$ cat src/rtl/xor_share_sched.sv
// xor_share_sched: round-robin arbiter that shares one bit-serial XOR cell
// between two requesters.
//
// The granted requester's operands are captured and a single 1-bit XOR
// produces the result LSB-first, one bit per clock. The block returns the
// XOR word, its parity, and the ID of the requester that was served.
//
// Ports:
//   clk            rising-edge clock
//   rst_n          synchronous active-low reset
//   req0/a0/b0     requester 0 request (held until gnt0) and operands
//   req1/a1/b1     requester 1 request (held until gnt1) and operands
//   gnt0/gnt1      one-cycle pulse: operands of that requester captured
//   busy           high while an operation is in RUN or DONE
//   done           one-cycle pulse: result/parity/done_id valid
//   done_id        requester served by the completed operation
//   result         a ^ b of the served requester (held until next done)
//   parity         XOR-reduction of result (held until next done)
module xor_share_sched #(
  parameter int unsigned WIDTH = 8
) (
  input  logic             clk,
  input  logic             rst_n,
  input  logic             req0,
  input  logic [WIDTH-1:0] a0,
  input  logic [WIDTH-1:0] b0,
  input  logic             req1,
  input  logic [WIDTH-1:0] a1,
  input  logic [WIDTH-1:0] b1,
  output logic             gnt0,
  output logic             gnt1,
  output logic             busy,
  output logic             done,
  output logic             done_id,
  output logic [WIDTH-1:0] result,
  output logic             parity
);

  localparam int unsigned CW = (WIDTH > 1) ? $clog2(WIDTH) : 1;
  localparam logic [CW-1:0] CNT_LAST = CW'(WIDTH - 1);

  typedef enum logic [1:0] {
    ST_IDLE = 2'd0,
    ST_RUN  = 2'd1,
    ST_DONE = 2'd2
  } state_t;

  state_t state;
  state_t state_nxt;

  logic [WIDTH-1:0] op_a;
  logic [WIDTH-1:0] op_b;
  // Holds the bits produced so far; the final bit is merged in on the last edge.
  logic [WIDTH-2:0] result_sr;
  logic             parity_acc;
  logic [CW-1:0]    cnt;
  logic             last;

  logic             any_req_c;
  logic             win1_c;
  logic             xor_bit_c;
  logic [WIDTH-1:0] sr_shift_c;
  logic             last_bit_c;

  logic gnt0_nxt;
  logic gnt1_nxt;
  logic busy_nxt;
  logic done_nxt;

  // Arbitration: a lone request wins; on a tie the requester that was not
  // served last wins.
  assign any_req_c = req0 | req1;
  assign win1_c    = req1 & (~req0 | ~last);

  // The shared single-bit XOR cell.
  assign xor_bit_c  = op_a[cnt] ^ op_b[cnt];
  assign sr_shift_c = {xor_bit_c, result_sr};
  assign last_bit_c = (cnt == CNT_LAST);

  // State register
  always_ff @(posedge clk) begin
    if (!rst_n) begin
      state <= ST_IDLE;
    end else begin
      state <= state_nxt;
    end
  end

  // Next-state logic
  always_comb begin
    state_nxt = state;
    case (state)
      ST_IDLE: if (any_req_c) state_nxt = ST_RUN;
      ST_RUN:  if (last_bit_c) state_nxt = ST_DONE;
      ST_DONE: state_nxt = ST_IDLE;
      default: state_nxt = ST_IDLE;
    endcase
  end

  // Output decode, computed one cycle ahead so the flags come from flops
  always_comb begin
    gnt0_nxt = 1'b0;
    gnt1_nxt = 1'b0;
    busy_nxt = (state_nxt != ST_IDLE);
    done_nxt = (state_nxt == ST_DONE);
    if (state == ST_IDLE && any_req_c) begin
      gnt0_nxt = ~win1_c;
      gnt1_nxt = win1_c;
    end
  end

  // Output flag registers
  always_ff @(posedge clk) begin
    if (!rst_n) begin
      gnt0 <= 1'b0;
      gnt1 <= 1'b0;
      busy <= 1'b0;
      done <= 1'b0;
    end else begin
      gnt0 <= gnt0_nxt;
      gnt1 <= gnt1_nxt;
      busy <= busy_nxt;
      done <= done_nxt;
    end
  end

  // Operand capture, serial datapath and result registers
  always_ff @(posedge clk) begin
    if (!rst_n) begin
      op_a       <= '0;
      op_b       <= '0;
      result_sr  <= '0;
      parity_acc <= 1'b0;
      cnt        <= '0;
      last       <= 1'b1;
      result     <= '0;
      parity     <= 1'b0;
      done_id    <= 1'b0;
    end else begin
      case (state)
        ST_IDLE: begin
          if (any_req_c) begin
            op_a       <= win1_c ? a1 : a0;
            op_b       <= win1_c ? b1 : b0;
            result_sr  <= '0;
            parity_acc <= 1'b0;
            cnt        <= '0;
            last       <= win1_c;
          end
        end
        ST_RUN: begin
          result_sr  <= sr_shift_c[WIDTH-1:1];
          parity_acc <= parity_acc ^ xor_bit_c;
          cnt        <= cnt + CW'(1);
          if (last_bit_c) begin
            result  <= sr_shift_c;
            parity  <= parity_acc ^ xor_bit_c;
            done_id <= last;
          end
        end
        default: ;
      endcase
    end
  end

endmodule

$ cat config.mk
export PLATFORM = sky130hd
export DESIGN_NAME = xor_share_sched
export DESIGN_NICKNAME = d
export VERILOG_FILES = /design/src/rtl/xor_share_sched.sv
export SDC_FILE = /design/constraint.sdc
export NUM_CORES = 1
export LEC_CHECK = 0
export CAP_MARGIN = 30
export CORE_UTILIZATION = 48
export DETAILED_ROUTE_END_ITERATION = 16
export PLACE_DENSITY = 0.79
export SYNTH_ARGS = -nofsm -noshare
export SYNTH_HDL_FRONTEND = slang
export SYNTH_SLANG_ARGS = --single-unit
$ cat constraint.sdc
create_clock -name clk -period 2.1 [get_ports clk]
set_clock_uncertainty 0.05 [all_clocks]
set_input_delay 0.42 -clock clk [delete_from_list [all_inputs] [get_ports clk]]
set_output_delay 0.42 -clock clk [all_outputs]
set_load 0.02 [all_outputs]
After elaboration in Yosys (flattened, before gate mapping)
Index checks and enable logic that the tools add are counted.
Operators by class
  mux-type cells: 15
  reductions and logical operators: 8
  eq/ne operators: 4
  $mul: 0
  bitwise gates (word level): 8
  add/subtract/negate cells: 1
  div/mod/pow operators: 0
  shift operators: 0
  $lt $le $gt $ge: 1
Operator list (count)
  8-bit two-way mux: 2
  7-bit case mux with 2 select lines: 1
  2-bit AND reduction: 4
  7-bit two-way mux: 1
  1-bit binary-select mux with 3-bit select: 2
  3-bit case mux with 2 select lines: 1
  3-bit by 4-bit less-than comparator with 1-bit output, second input constant: 1
  2-bit two-way mux: 2
  2-bit case mux with 2 select lines: 1
  2-bit nonzero test: 2
  3-bit by 1-bit adder with 3-bit output, second input constant: 1
  3-bit == test, second input constant: 1
  1-bit two-way mux: 3
  3-bit two-way mux: 1
  1-bit inverter: 3
  2-bit by 1-bit == test with 1-bit output, second input constant: 1
  2-bit == test, second input constant: 1
  2-bit zero test: 1
  2-bit inequality test, second input constant: 1
  1-bit OR: 2
  1-bit case mux with 2 select lines: 1
  1-bit bitwise XOR: 2
  1-bit bitwise AND: 1
  1-bit logical AND: 1
Word-level totals
  memory bits (read-only): 0
  memories: 0
  latch bits: 0
  bits in registers: 44
  output and inout port bits: 14
  word-level logic and storage cells: 51
  RAM bits: 0

Depth between registers and ports, before layout
Gate-level depths: netlist of run 1.
  word-level depth: 5
  gate-level depth with buffers: 6
  gate-level depth less buffers: 5

Worst setup path before layout of run 1
Ideal clock, no wire load.
  path type: reg-to-reg
  from: register cnt[0]
  to: register parity_acc
  setup time: 0.116 ns
  stages on the path, launching flop included: 6
  data arrival time: 1.733 ns
  path slack: 0.202 ns
  cell sequence: dfxtp_1 -> mux4_1 -> mux2i_1 -> xor2_1 -> o211ai_1 -> and3b_1
Between the ends
  cells in the longest elaborated chain, start to end: 5
  elaborated cells on any way between the ends: 7
  those cells by class: mux (5); bitwise (2)
Ends and longest elaborated chain
  start: declaration: RTL line 56  | logic [CW-1:0] cnt;
  start signal: assignment: RTL line 154  | cnt <= cnt + CW'(1);
  1-bit binary-select mux with 3-bit select: RTL line 76  | assign xor_bit_c = op_a[cnt] ^ op_b[cnt];
  1-bit two-way mux (implied by the code): RTL line 76
  1-bit bitwise XOR *: RTL line 76
  1-bit bitwise XOR *: RTL line 153  | parity_acc <= parity_acc ^ xor_bit_c;
  1-bit case mux with 2 select lines *: RTL line 140  | case (state)
  end signal: assignment: RTL line 153
  end: declaration: RTL line 55  | logic parity_acc;
Mark *: on every way between the ends. The rest lies on a longest branch, timed or not. The select of a mux whose other input is x is not followed.
A chain may end at the register's enable or synchronous reset.

Final worst setup path of run 1
  from: register cnt[1]
  to: register parity_acc
Same word-level chain as after synthesis.

==> metrics, run 1 <==
Synth Area in Simple Gates 0.170; Critical Path Source Type flip-flop; Setup crit start cnt[1]$_SDFFE_PN0P_; Synth Area in Compound Gates 0.177; XOR/XNOR Fraction of Synth Area 0.00455; Yosys top cell area share 0.458; DIE AREA 4260 um2; fin crit share 0.917; CTS tree yes; DRC viols 0; Sink Count 44; final net count just under 300; Tmin final 1930 ps; worst min-delay path class reg2reg; CP endpoint kind flip-flop; die width 65.3 um; most common library cells after synthesis nand2_1 (45), dfxtp_1 (44), a21boi_0 (18), mux2i_1 (18), o211a_1 (16); GR Overflow Total 0; share of power burned in registers 0.488; Pwr Total ~1.9 mW; Main synth FF type dfxtp_1; Clock Latency Late Sink about 300 ps; setup tns final 0 ps; Yosys top cell by area dfxtp_1; Final Slew Violations 0; Crit path required time approximately 2300 ps; post-synthesis sequential area ratio 0.458; Setup Fix Bufs, Post-CTS 0; clk slew on worst S/H paths roughly 80 ps; vias in the first global route ~1500; CTS buffer count 5; router iterations before antenna repair 4; Max VDD drop around 470 uV; Syn Nets ~240; final hold violations 0; Post-synth EDFFs 0; Syn Area/Cell 9.62 um2; row count 22; Vias about 1600; final core occ 0.705; first-pass GRT wire length ~6.7 mm; clock buffer depth 2; Root Driver clkbuf_8; Post-CTS Resized 0; total core area 3740 um2; Netlist cell types 25; Logic pwr share 0.171; most frequent cell after synthesis nand2_1; Ys Warns 0; Hold-fix buffers, CTS 0; Mapped Cells 200; share of layout cells above drive strength 1 0.0870; f_max slightly above 500 MHz; met3 WL ~150 um; DIE HEIGHT roughly 65 um; MaxCap Viol Count 0; unrepaired setup endpoints after global routing false; async set-reset flop share out of synthesis 0; I/O pins 50; PortBufs 49; H-tree levels 2; # diodes 0; P&R area growth vs syn 37.2%; largest family of logic cells by synthesized area compound AO/OA/AOI/OAI gates; largest net degree at the start of global routing 30; Area contributors post-synth dfxtp_1 (46%), mux2i_1 (9.4%), nand2_1 (8.8%), o211a_1 (8.3%), a21boi_0 (7.0%); GRT Util Overall 0.204; Critical Path AT between 2000 and 2500 ps; initial DRC count between 60 and 70; remaining antenna violation count after routing 0; PD cells 707 nW/um2; synthesized area 1920 um2; Adder-Cell Fraction of Synth Area 0.0130; hpwl dp ~2.8 mm; leakage ~1.1 nW; worst slew pin tran 450 ps; reg2reg start cnt[1]$_SDFFE_PN0P_; post-synthesis register bit count 44; mux contribution to synthesized area 0.144; clock power share 0.341; WL/cell between 10 and 15 um; status finished clean; routability cong. ~0.79; Hold Path Origin result[3]$_SDFFE_PN0P_; relative slew slack 0.700; drt total wl around 3.8 mm; metal1 wirelength 1.73 mm; # setup viols final 0; CP max FO 6; Net Sw Frac 0.239; Initial Util 0.514; DR top layer met4; WL met2 ~1.8 mm; net load switching power between 0.4 and 0.5 mW; vias per cell ~5.4; initial antenna violation count 0; WS Path Type reg2reg; internal power approximately 1.4 mW
==> power by group through the flow <==
stage	Clock, mW	Combinational (mW)	Sequential, mW
4_1_cts	0.648	0.322	0.908
3_3_place_gp	0	0.313	0.926
6_report	0.636	0.318	0.909
5_1_grt	0.683	0.351	0.913
3_5_place_dp	0	0.321	0.928
2_1_floorplan	0	0.174	0.926
==> sequential cells by signal, indices dropped and copies added (netlist names) <==
name        flops
busy            1
cnt             3
done            1
done_id         1
gnt0            1
gnt1            1
last            1
op_a            8
op_b            8
parity          1
parity_acc      1
result          8
result_sr       7
state           2
==> layer usage <==
metal  global-route usage  vias up
met4               0.0652        0
met5                    0        -
li1                     -      805
met1                0.236      778
met3               0.0573        6
met2                0.360       39
==> final timing paths <==
check,endpoint,slack (ps),depth (start not counted)
worst max-delay path,parity_acc$_SDFFE_PN0P_,170,6
worst min-delay path,result[3]$_SDFFE_PN0P_,410,2
worst min register to register,result[3]$_SDFFE_PN0P_,410,2
worst max register to register,parity_acc$_SDFFE_PN0P_,170,6
==> final cells by class <==
class	instances	area, um2
multi-input cells	140	983
repair buffers	61	606
clock inverters	2	35.0
well taps	48	60.1
clock buffers	6	72.6
fillers	322	1110
flip-flops and latches	44	881
==> cells by family (layout without fill, tap and decap cells) <==
| logic type | after synthesis | count (layout) |
|---|---|---|
| compound gates | 41 | 41 |
| buf+inv | 16 | 69 |
| fa+ha+maj | 2 | 2 |
| xor+xnor | 1 | 1 |
| flops | 44 | 44 |
| mux | 22 | 22 |
| simple gates | 74 | 74 |
==> cells in the final DEF (no fill, tap or decap), drive strengths merged, types with 3 or more instances in the layout <==
master	count
mux4	4
dfxtp	44
a21boi	18
nand2	45
nor2	6
mux2i	18
clkbuf	6
nor2b	3
nand3	11
o211a	16
clkdlybuf4s50	49
buf	12
and3	3
==> worst max-delay path, stage by stage, from the launching register on <==
cell and delay, ps:
dfxtp_1 420, mux4_2 540, mux2i_1 210, xor2_1 170
buf_4 160, o211ai_1 80, and3b_1 190
==> per-stage QoR <==
step                      std cells  hold WS (ps)  area, um2  setup WS [ps]
after global routing            301           449       2640           85.5
after detailed placement        293           408       2530            161
after floorplan                 200           391       1920            202
after global placement          293           400       2530            195
final                           301           414       2640            175
after CTS                       301           420       2640            156
(Power assumes the default switching activity.)
==> run 2: changes to the inputs <==
--- a/config.mk
+++ b/config.mk
@@ -9,6 +9,7 @@
 export CORE_UTILIZATION = 48
 export DETAILED_ROUTE_END_ITERATION = 16
 export PLACE_DENSITY = 0.79
+export SETUP_SLACK_MARGIN = 0.05
 export SYNTH_ARGS = -nofsm -noshare
 export SYNTH_HDL_FRONTEND = slang
 export SYNTH_SLANG_ARGS = --single-unit
==> constraint.sdc (replaced) <==
create_clock -name clk -period 1.8 [get_ports clk]
set_clock_uncertainty 0.05 [all_clocks]
set_input_delay 0.36 -clock clk [delete_from_list [all_inputs] [get_ports clk]]
set_output_delay 0.36 -clock clk [all_outputs]
set_load 0.02 [all_outputs]
==> run 2 against run 1 <==
Cell count is 1.0% lower. Count of clock-buffer cells in the layout is 2 higher. Non-clock buffer count is 3 lower. Critical path depth stayed put. Clock power is 2% lower. Cell area is 0.76% lower. Wire length is 5.8% lower. Largest power group unchanged. Total power is 10% higher. Via count is 4.6% lower. Critical endpoint unchanged.
==> metrics, run 2 (synthesis gave the netlist of run 1 again) <==
share of layout cells above drive strength 1 0.100; f_max 566 MHz; worst min-delay path class reg2reg; Crit path required time slightly below 2000 ps; MaxCap Viol Count 0; WS Path Type reg2reg; first-pass GRT wire length 6.33 mm; vias in the first global route roughly 1400; DIE AREA 4260 um2; relative slew slack 0.716; status finished clean; net load switching power slightly below 0.5 mW; initial DRC count 74; GRT Util Overall 0.194; PortBufs just under 50; Vias 1553; Regs by FF count op_a: 8 flops, op_b: 8 flops, result: 8 flops; final hold violations 0; CP endpoint kind flip-flop; Tmin final 1770 ps; initial antenna violation count 0; share of power burned in registers 0.517; Max VDD drop 442 uV; row count 22; I/O pins 50; Clock Latency Late Sink slightly below 300 ps; H-tree levels 2; hpwl dp around 2.5 mm; largest net degree at the start of global routing 46; Pwr Total around 2.1 mW; Final Slew Violations 0; Critical Path Source Type flip-flop; final net count ~290; most frequent cells in the layout clkdlybuf4s50_1 (49), nand2_1 (44), dfxtp_1 (42); Logic pwr share 0.180; GR Overflow Total 0; leakage about 1.1 nW; worst slew pin tran approximately 430 ps; drt total wl about 3.5 mm; Root Driver clkbuf_8; Final Hold Slack 413 ps; Inst Count DP a little under 300; remaining antenna violation count after routing 0; Sink Count 44; commonest non-fill, non-tap cell in the layout clkdlybuf4s50_1; clock buffer depth 2; Critical Path AT 1910 ps; WL/cell between 10 and 15 um; P&R area growth vs syn 36.1%; unrepaired setup endpoints after global routing true; PD cells 784 nW/um2; final core occ 0.699; # diodes 0; Initial Util 0.514; Net Sw Frac 0.242; clk slew on worst S/H paths approximately 80 ps; clock power share 0.303; total core area ~3700 um2; CTS buffer count 5; Hold-fix buffers, CTS 0; vias per cell 5.21; DRC viols 0; CTS tree yes; DIE HEIGHT 65.3 um; # setup viols final 0; router iterations before antenna repair 4; internal power ~1.6 mW; die width roughly 65 um; routability cong. approximately 0.75; fin cells 298; CP max FO 6; fin crit share 0.982
-- run 2: final timing paths --
check                         start                       to  slack (ps)  cells past startpoint
min          result[5]$_SDFFE_PN0P_   result[5]$_SDFFE_PN0P_         410                      2
min reg2reg  result[5]$_SDFFE_PN0P_   result[5]$_SDFFE_PN0P_         410                      2
max reg2reg     cnt[1]$_SDFFE_PN0P_  parity_acc$_SDFFE_PN0P_          30                      6
max             cnt[1]$_SDFFE_PN0P_  parity_acc$_SDFFE_PN0P_          30                      6
-- run 2: what timing repair did --
item / CTS / global route
buffers inserted: 1 / 0
gates resized for setup: 0 / 3
pin swaps: 2 / 1
endpoints found under the hold margin: 0 / 0
endpoints found under the setup margin: 1 / 8
-- run 2: critical path: stages, from the launching register on --
cell and delay, ps:
dfxtp_4 370, mux4_2 510, mux2i_2 170, xor2_1 150, buf_4 160, o211ai_1 70, and3b_1 170
-- run 2: power groups by stage --
stage	clock network [mW]	logic, mW	registers (mW)
after floorplan	0	0.204	1.08
after global placement	0	0.362	1.08
after detailed placement	0	0.367	1.08
after CTS	0.641	0.369	1.06
after global routing	0.673	0.408	1.07
final	0.622	0.370	1.06
-- run 2: routing by layer --
metal / global-route usage / part of all wire / up-vias
met2: 0.326 / 0.48 / 45
met1: 0.230 / 0.46 / 699
met5: 0 / 0 / -
met4: 0.0734 / 0.016 / 0
li1: - / - / 802
met3: 0.0590 / 0.049 / 7
-- run 2: final cells by class --
type / instances / area [um2]
Tap cell: 48 / 60.1
Fill cell: 322 / 1130
Timing Repair Buffer: 58 / 596
Sequential cell: 44 / 888
Multi-Input combinational cell: 140 / 983
Clock buffer: 8 / 90.1
-- run 2: stage by stage --
step / worst slack (ps) / TNS (ps) / instance area, um2
6_report: 33.2 / 0 / 2620
3_5_place_dp: -58.7 / -302 / 2510
5_1_grt: -58.6 / -98.7 / 2620
3_3_place_gp: -27.6 / -36.2 / 2510
4_1_cts: 48.8 / 0 / 2610
2_1_floorplan: 16.0 / 0 / 1920
